`src/rtl/mmio_led_pwm_if.sv`:
```
// rtl/mmio_led_pwm_if.sv - data-memory port bundle between the core and the LED peripheral
interface mmio_led_pwm_if;
    logic        we;
    logic [31:0] a;
    logic [31:0] wd;
    logic [31:0] rd;
    logic        sel;

    modport master (output we, output a, output wd, input rd, input sel);
    modport slave  (input we, input a, input wd, output rd, output sel);
endinterface

```
`src/rtl/mmio_led_pwm.sv`:
```
// rtl/mmio_led_pwm.sv - memory-mapped LED block with static, PWM and blink-gated channels
module mmio_led_pwm #(
    parameter logic [31:0] BASE_ADDR  = 32'h0000_1000,
    parameter int          ADDR_W     = 8,
    parameter int          N_LED      = 8,
    parameter int          PWM_BITS   = 8,
    parameter int          PRESCALE_W = 16
) (
    input  logic               clk,
    input  logic               reset,
    mmio_led_pwm_if.slave      bus,
    output logic [N_LED-1:0]   led
);
    localparam int WW = ADDR_W - 2;
    localparam logic [WW-1:0] W_CTRL     = WW'(0);
    localparam logic [WW-1:0] W_LED_OUT  = WW'(1);
    localparam logic [WW-1:0] W_PRESCALE = WW'(2);
    localparam logic [WW-1:0] W_STATUS   = WW'(3);

    logic [2:0]            ctrl;
    logic [N_LED-1:0]      led_out;
    logic [PRESCALE_W-1:0] prescale;
    logic [PRESCALE_W-1:0] presc_cnt;
    logic [PWM_BITS-1:0]   pwm_cnt;
    logic                  blink_phase;
    logic [PWM_BITS:0]     duty [N_LED];

    logic [WW-1:0]    word;
    logic             wr;
    logic             tick;
    logic             clear;
    logic [N_LED-1:0] raw;
    logic [31:0]      rd_mux;
    logic             unused_bits;

    // Byte lanes are ignored: the window is word-addressed
    assign word        = bus.a[ADDR_W-1:2];
    assign bus.sel     = (bus.a[31:ADDR_W] == BASE_ADDR[31:ADDR_W]);
    assign wr          = bus.we && bus.sel;
    assign unused_bits = ^{bus.a[1:0], bus.wd};

    assign tick  = ctrl[0] && (presc_cnt == prescale);
    assign clear = wr && (((word == W_CTRL) && !bus.wd[0]) || (word == W_PRESCALE));

    always_comb begin
        for (int i = 0; i < N_LED; i++) begin
            raw[i] = ctrl[1] ? ({1'b0, pwm_cnt} < duty[i]) : led_out[i];
        end
    end

    always_comb begin
        rd_mux = '0;
        if (bus.sel) begin
            case (word)
                W_CTRL:     rd_mux = 32'(ctrl);
                W_LED_OUT:  rd_mux = 32'(led_out);
                W_PRESCALE: rd_mux = 32'(prescale);
                W_STATUS:   rd_mux = 32'({blink_phase, pwm_cnt});
                default:    rd_mux = '0;
            endcase
            for (int i = 0; i < N_LED; i++) begin
                if (word == WW'(4 + i)) rd_mux = 32'(duty[i]);
            end
        end
    end
    assign bus.rd = rd_mux;

    always_ff @(posedge clk or posedge reset) begin
        if (reset) begin
            ctrl        <= '0;
            led_out     <= '0;
            prescale    <= '0;
            presc_cnt   <= '0;
            pwm_cnt     <= '0;
            blink_phase <= 1'b0;
            led         <= '0;
            for (int i = 0; i < N_LED; i++) duty[i] <= '0;
        end else begin
            if (wr) begin
                case (word)
                    W_CTRL:     ctrl     <= bus.wd[2:0];
                    W_LED_OUT:  led_out  <= bus.wd[N_LED-1:0];
                    W_PRESCALE: prescale <= bus.wd[PRESCALE_W-1:0];
                    default:    ;
                endcase
                for (int i = 0; i < N_LED; i++) begin
                    if (word == WW'(4 + i)) duty[i] <= bus.wd[PWM_BITS:0];
                end
            end

            // A clearing store wins over a tick landing on the same edge
            if (clear) begin
                presc_cnt   <= '0;
                pwm_cnt     <= '0;
                blink_phase <= 1'b0;
            end else if (tick) begin
                presc_cnt <= '0;
                pwm_cnt   <= pwm_cnt + 1'b1;
                if (pwm_cnt == '1) blink_phase <= ~blink_phase;
            end else if (ctrl[0]) begin
                presc_cnt <= presc_cnt + 1'b1;
            end

            for (int i = 0; i < N_LED; i++) begin
                led[i] <= ctrl[0] && raw[i] && !(ctrl[2] && blink_phase);
            end
        end
    end
endmodule

```
`src/flat_wrapper.sv`:
```
// flat-port wrapper written by rule: the top's interface ports become plain ports
module mmio_led_pwm_flat 
#(
    parameter logic [31:0] BASE_ADDR  = 32'h0000_1000,
    parameter int          ADDR_W     = 8,
    parameter int          N_LED      = 8,
    parameter int          PWM_BITS   = 8,
    parameter int          PRESCALE_W = 16
)
  (clk, reset, led, bus_we, bus_a, bus_wd, bus_rd, bus_sel);
  mmio_led_pwm_if bus_i ();
  input  logic clk;
  input  logic reset;
  output logic [N_LED-1:0] led;
  input wire logic [$bits(bus_i.we)-1:0] bus_we;
  input wire logic [$bits(bus_i.a)-1:0] bus_a;
  input wire logic [$bits(bus_i.wd)-1:0] bus_wd;
  output wire logic [$bits(bus_i.rd)-1:0] bus_rd;
  output wire logic [$bits(bus_i.sel)-1:0] bus_sel;
  assign bus_i.we = bus_we;
  assign bus_i.a = bus_a;
  assign bus_i.wd = bus_wd;
  assign bus_rd = bus_i.rd;
  assign bus_sel = bus_i.sel;
  mmio_led_pwm #(.BASE_ADDR(BASE_ADDR), .ADDR_W(ADDR_W), .N_LED(N_LED), .PWM_BITS(PWM_BITS), .PRESCALE_W(PRESCALE_W)) u_core (.clk(clk), .reset(reset), .bus(bus_i), .led(led));
endmodule
```
`config.mk`:
```
export PLATFORM = sky130hd
export DESIGN_NAME = mmio_led_pwm_flat
export DESIGN_NICKNAME = d
export VERILOG_FILES = /design/src/rtl/mmio_led_pwm_if.sv /design/src/rtl/mmio_led_pwm.sv /design/src/flat_wrapper.sv
export SDC_FILE = /design/constraint.sdc
export NUM_CORES = 1
export LEC_CHECK = 0
export ABC_AREA = 1
export CAP_MARGIN = 20
export CORE_MARGIN = 1
export CORE_UTILIZATION = 61
export DETAILED_ROUTE_END_ITERATION = 8
export PLACE_DENSITY = 0.95
export SLEW_MARGIN = 20
export SYNTH_ARGS = -nofsm -noshare
export SYNTH_HDL_FRONTEND = slang
export SYNTH_SLANG_ARGS = --single-unit
```
`constraint.sdc`:
```
create_clock -name clk -period 13.1 [get_ports clk]
set_input_delay 2.62 -clock clk [delete_from_list [all_inputs] [get_ports clk]]
set_output_delay 2.62 -clock clk [all_outputs]
set_load 0.05 [all_outputs]
```
# --- Word level (Yosys, flattened, before mapping) ---
# Cells that the tools add are included.
totals:
  word_cells: 106
  output_inout_bits: 41
  reg_bits: 132
  in_bits: 67
op_classes:
  eq_ne: 14
  reduce_logical: 40
  bitwise_logic: 1
  order_cmp: 8
  n_mux: 26
  n_addsub: 2
op_table:
  columns: ["op", "count"]
  rows:
  - ["16-bit two-way mux", 11]
  - ["8-bit by 9-bit < comparator with 1-bit output", 8]
  - ["16-bit one-hot mux with 4 select lines", 1]
  - ["32-bit two-way mux", 1]
  - ["24-bit by 5-bit == test with 1-bit output (second input constant)", 1]
  - ["6-bit by 3-bit == test with 1-bit output (second input constant)", 4]
  - ["6-bit by 4-bit == test with 1-bit output (second input constant)", 4]
  - ["2-bit AND reduction", 12]
  - ["1-bit logical AND", 21]
  - ["16-bit by 1-bit adder with 16-bit output (second input constant)", 1]
  - ["16-bit == test", 1]
  - ["8-bit two-way mux", 2]
  - ["6-bit by 2-bit == test with 1-bit output (second input constant)", 2]
  - ["1-bit two-way mux", 11]
  - ["8-bit by 1-bit adder with 8-bit output (second input constant)", 1]
  - ["8-bit == test (second input constant)", 1]
  - ["6-bit by 1-bit == test with 1-bit output (second input constant)", 1]
  - ["6-bit logical NOT", 1]
  - ["2-bit nonzero test", 2]
  - ["3-bit nonzero test", 1]
  - ["1-bit logical NOT", 2]
  - ["1-bit logical OR", 1]
  - ["1-bit inverter", 1]

# --- Longest topological paths before layout ---
logic_depth:
  depth_word: 11
  depth_mapped: 14
  depth_no_buf: 14

# --- Least setup slack after synthesis ---
# Ideal clock, no wire load.
synth_path:
  path_kind: "input-to-output"
  from: "input port bus_a[23]"
  to: "output port bus_rd[3]"
  path_buffers: 1
  required_time_ns: 10.480
  setup_slack_ns: 5.860
  cell_stages: 8
  arrival_ns: 4.620
  path_cell_list: "nor2_1 nand2_1 nor2_2 nand3_1 inv_1 clkbuf_1 o21ai_0 a21oi_1"
synth_between:
  elab_chain_len: 2
synth_lines:
  columns: ["item", "line", "text"]
  rows:
  - ["start, declared", "flat_wrapper.sv:16", "input wire logic [$bits(bus_i.a)-1:0] bus_a;"]
  - ["24-bit by 5-bit == test with 1-bit output", "mmio_led_pwm.sv:38", "assign bus.sel = (bus.a[31:ADDR_W] == BASE_ADDR[31:ADDR_W]);"]
  - ["net bus_sel", "flat_wrapper.sv:19", "output wire logic [$bits(bus_i.sel)-1:0] bus_sel;"]
  - ["32-bit two-way mux", "mmio_led_pwm.sv:53", "if (bus.sel) begin"]
  - ["end, declared", "flat_wrapper.sv:18", "output wire logic [$bits(bus_i.rd)-1:0] bus_rd;"]
# The timed path passes the listed nets, and every way through them passes these cells.

# --- Worst setup path in the final report ---
layout_path:
  from: "input port bus_a[7]"
  to: "output port bus_rd[8]"
layout_between:
  elab_chain_len: 11
  word_cells_on_any_way: 22
  classes_between: "eq/ne: 11; mux: 10; reduce/logical: 1"
layout_lines:
  columns: ["item", "line", "text"]
  rows:
  - ["6-bit by 2-bit == test with 1-bit output (tied with other cells)", "mmio_led_pwm.sv:54", "case (word)"]
  - ["16-bit one-hot mux with 4 select lines", "mmio_led_pwm.sv:54", null]
  - ["16-bit two-way mux (7 in series)", "mmio_led_pwm.sv:62", "if (word == WW'(4 + i)) rd_mux = 32'(duty[i]);"]
  - ["16-bit two-way mux (*)", "mmio_led_pwm.sv:62", null]
  - ["32-bit two-way mux (*)", "mmio_led_pwm.sv:53", null]
# Every way passes the cells marked *; elsewhere a longest branch is shown, timed or not.

==> results.md <==
* Worst hold stages at 2
* Vias post-DR at 8268
* Setup_tns at 0 ns
* WHS Endpoint: u_core.duty[61]$_DFFE_PP0P_
* Drt via density at ~6.1
* Total I/O pin count at 108
* Status: finished clean
* Largest net degree at the start of global routing at just over 70
* DRC Markers at 0
* Worst endpoint required time at around 10 ns
* CP cell instances: clkdlybuf4s50_1 > nor2_4 > inv_1 > nor4_2 > nand2_1 > nand4_1 > nor2_1 > nor2_1 > clkdlybuf4s50_1
* PwrDens at ~98 mW/mm²
* Worst-Margin Slew at between 1 and 1.5 ns
* Cell accounting for the most synthesized area: dfrtp_1
* CTS HTree Levels at 4
* Antenna violations before repair at 0
* Cts bufs inserted at 17
* First-pass GRT wire length at about 39000 µm
* Post-synth EDFFs at 0
* Total Routed Length at roughly 25000 µm
* Max frequency at ~120 MHz
* Min cycle time layout at roughly 8.6 ns
* Arr. time, crit path at a little under 6 ns
* Ranking of synthesized cells by area: dfrtp_1, nand2_1, ha_1
* Final core utilization at between 70% and 80%
* Worst-path fanout max at 17
* Max layer used: met4
* Reg2reg start: u_core.pwm_cnt[4]$_DFFE_PP0P_
* GRT Overall Usage at ~36%
* FF-to-FF setup slack at about 11 ns
* Critical path's largest stage delay at between 0.8 and 0.9 ns
* Grt ovf at 0
* Worst setup EP type: output port
* Gpl congestion at 0.939
* # Post-CTS Setup Buffers at 0
* Main synth FF type: dfrtp_1
* ANT cells at 0
* IO Port Bufs at 73
* Post-DP HPWL at roughly 17000 µm
* Slew margin rel. at 24.8%
* DR iter-0 viols at ~1100
* Met3 WL at roughly 3100 µm
* CTS sink cnt at ~130
* Critical-path top delay cell: nor4_2
* Met2 wire len at 11100 µm
* Layout Nets at between 1000 and 1500
* Synthesized area at 0.00840 mm²
* CTS tree: done
* LEAKAGE at between 0.004 and 0.005 µW
* Row cnt at between 40 and 50
* Worst Skew at ~0.0057 ns
* Die Y at 119 µm
* Top cell type's share of synthesized area at 39.3%
* Layout filler cell count at ~970
* Final Setup Violations at 0
* Yosys reg bits at between 100 and 150
* Peak supply drop at around 0.086 mV
* Hold_buf cts at 0
* Cells after Synth at 1113
* CTS max path bufs at 2
* Register area at around 0.0033 mm²
* Number of global-route vias before repair at 7834
* Reg2Reg Depth at 6
* Final hold vios at 0
* PostCTS Resize Cnt at 0
* Period utilisation layout at 65.6%
* Total core area at 0.0133 mm²
* Clk_lat worst skew at approximately 0.43 ns
* Clk root buf: clkbuf_16
* Routed Antenna Nets at 0
* CP top delay family: simple AND/OR/NAND/NOR gates
* Starting density of the core at a little over three fifths
* Kind of critical path: primary input to output port
* Clock Pin Slew Worst Setup and Hold Paths at roughly 0.05 ns
* Max Slew Vio Count at 0
* Die width at around 120 µm
* Max cap viols at 0
* Crit path buf inv count at 3
* Reg2reg end: u_core.led[3]$_DFF_PP0_
* YS warnings at 0
* Die area at about 0.014 mm²
* RSZ-0062 raised after global routing: no
* Met1 Routed Length at between 9000 and 10000 µm
* Hold path start: u_core.duty[61]$_DFFE_PP0P_
* Area of the multi-input gates at ~0.0044 mm²
* Initial DRT Pass Iterations at 8
* Hold Path Class: flop to flop
* Mean post-synth cell area at around 7.5 µm²
* Proportion of layout cells with a drive suffix above 1 at approximately 7.5%
* Async SR Flop Fraction at 100%
* Routed length per instance at roughly 18 µm
* Register area share after synthesis at 39.3%
* Startpoint types: primary input
* Netlist cell types at 45
* Area growth syn-to-layout at 16.4%
[layer usage]
| layer | GRT usage, % | vias to the layer above |
|---|---|---|
| met5 | 0 | - |
| met4 | 19.8 | 0 |
| met3 | 10.7 | 155 |
| met2 | 56.0 | 570 |
| met1 | 45.9 | 3795 |
| li1 | - | 3748 |
[per-stage QoR]
step           setup slack [ns]  std cells  cell area, µm²  hold slack (ns)  total power (µW)
2_1_floorplan              5.86       1128            8460            0.453               446
3_5_place_dp               4.73       1334            9160            0.473               466
3_3_place_gp               4.76       1334            9160            0.467               466
4_1_cts                    4.66       1366            9780            0.488               962
6_report                   4.51       1366            9780            0.484               960
5_1_grt                    4.41       1366            9780            0.511               986
[final cells by class]
class | instances | share of cell area, %
timing repair buffer | 74 | 7.55
inverter | 135 | 5.21
sequential | 132 | 33.8
multi-input combinational | 817 | 44.9
clock buffer | 17 | 4.35
clock inverter | 15 | 1.98
tap | 176 | 2.25
[synth_stat cells, types with 12 or more instances]
| cell type | count |
|---|---|
| nand2_1 | 287 |
| dfrtp_1 | 132 |
| inv_1 | 128 |
| o21ai_0 | 120 |
| nor2_1 | 103 |
| ha_1 | 58 |
| a21oi_1 | 44 |
| nand3_1 | 38 |
| nand4_1 | 31 |
| buf_4 | 19 |
| nor2_2 | 19 |
| xor2_1 | 18 |
| clkbuf_1 | 15 |
| o21ai_1 | 12 |
[placed cells by master, fill, tap and decap left out, drive strengths merged]
master,synthesis,layout
nand2,296,296
nand4,32,32
o41ai,1,1
xor2,18,18
clkinvlp,0,2
nor3b,3,3
o211ai,1,1
nand3,39,39
mux2,7,7
a21oi,44,44
inv,135,142
nor2,125,125
xnor2,2,2
clkinv,0,3
dfrtp,132,132
mux2i,1,1
nand3b,1,1
o21ai,134,134
clkbuf,15,17
o22ai,1,1
o2111ai,8,8
nor4,7,7
o21bai,2,2
or3b,1,1
buf,29,1
clkdlybuf4s50,0,73
or2,3,3
nor3,9,9
ha,58,58
a211oi,8,8
bufinv,0,3
conb,1,16
[worst max path at each step]
stage	to	depth (start not counted)	startpoint	slack (ns)
floorplan	bus_rd[3]	8	bus_a[23]	5.86
global placement	bus_rd[7]	9	bus_a[7]	4.76
detailed placement	bus_rd[3]	9	bus_a[7]	4.73
CTS	bus_rd[8]	9	bus_a[7]	4.66
global route	bus_rd[7]	9	bus_a[7]	4.41
finish	bus_rd[8]	9	bus_a[7]	4.51
[registers in the layout (all words and copies together) (netlist names)]
signal	cells
u_core.led_out	8
u_core.blink_phase	1
u_core.pwm_cnt	8
u_core.prescale	16
u_core.duty	72
u_core.led	8
u_core.presc_cnt	16
u_core.ctrl	3
[cell families after synthesis]
| family | Yosys count | synth area share, % |
|---|---|---|
| and+or+nand+nor | 516 | 27.0 |
| muxes | 8 | 1.06 |
| buffers and inverters | 179 | 9.12 |
| DFF | 132 | 39.3 |
| other | 1 | 0.0446 |
| adders and majority gates | 58 | 8.64 |
| xor gates and xnor gates | 20 | 2.09 |
| AOI/OAI and AO/OA | 199 | 12.7 |
[worst register-to-register path: stages (launching register included)]
cell and delay, ns:
dfrtp_1 0.86, ha_1 0.39, a21oi_1 0.14, o21ai_0 0.10, nand2_1 0.09, o2111ai_1 0.23
a211oi_1 0.40
[report_power, final]
part | leakage (µW) | total [µW] | switching [µW] | internal (µW)
Combinational | 0.00240 | 51.7 | 36.1 | 15.5
Clock | 0.000299 | 501 | 196 | 305
Sequential | 0.00182 | 408 | 0.00925 | 408
No activity file was read; power rests on OpenSTA's default activity.
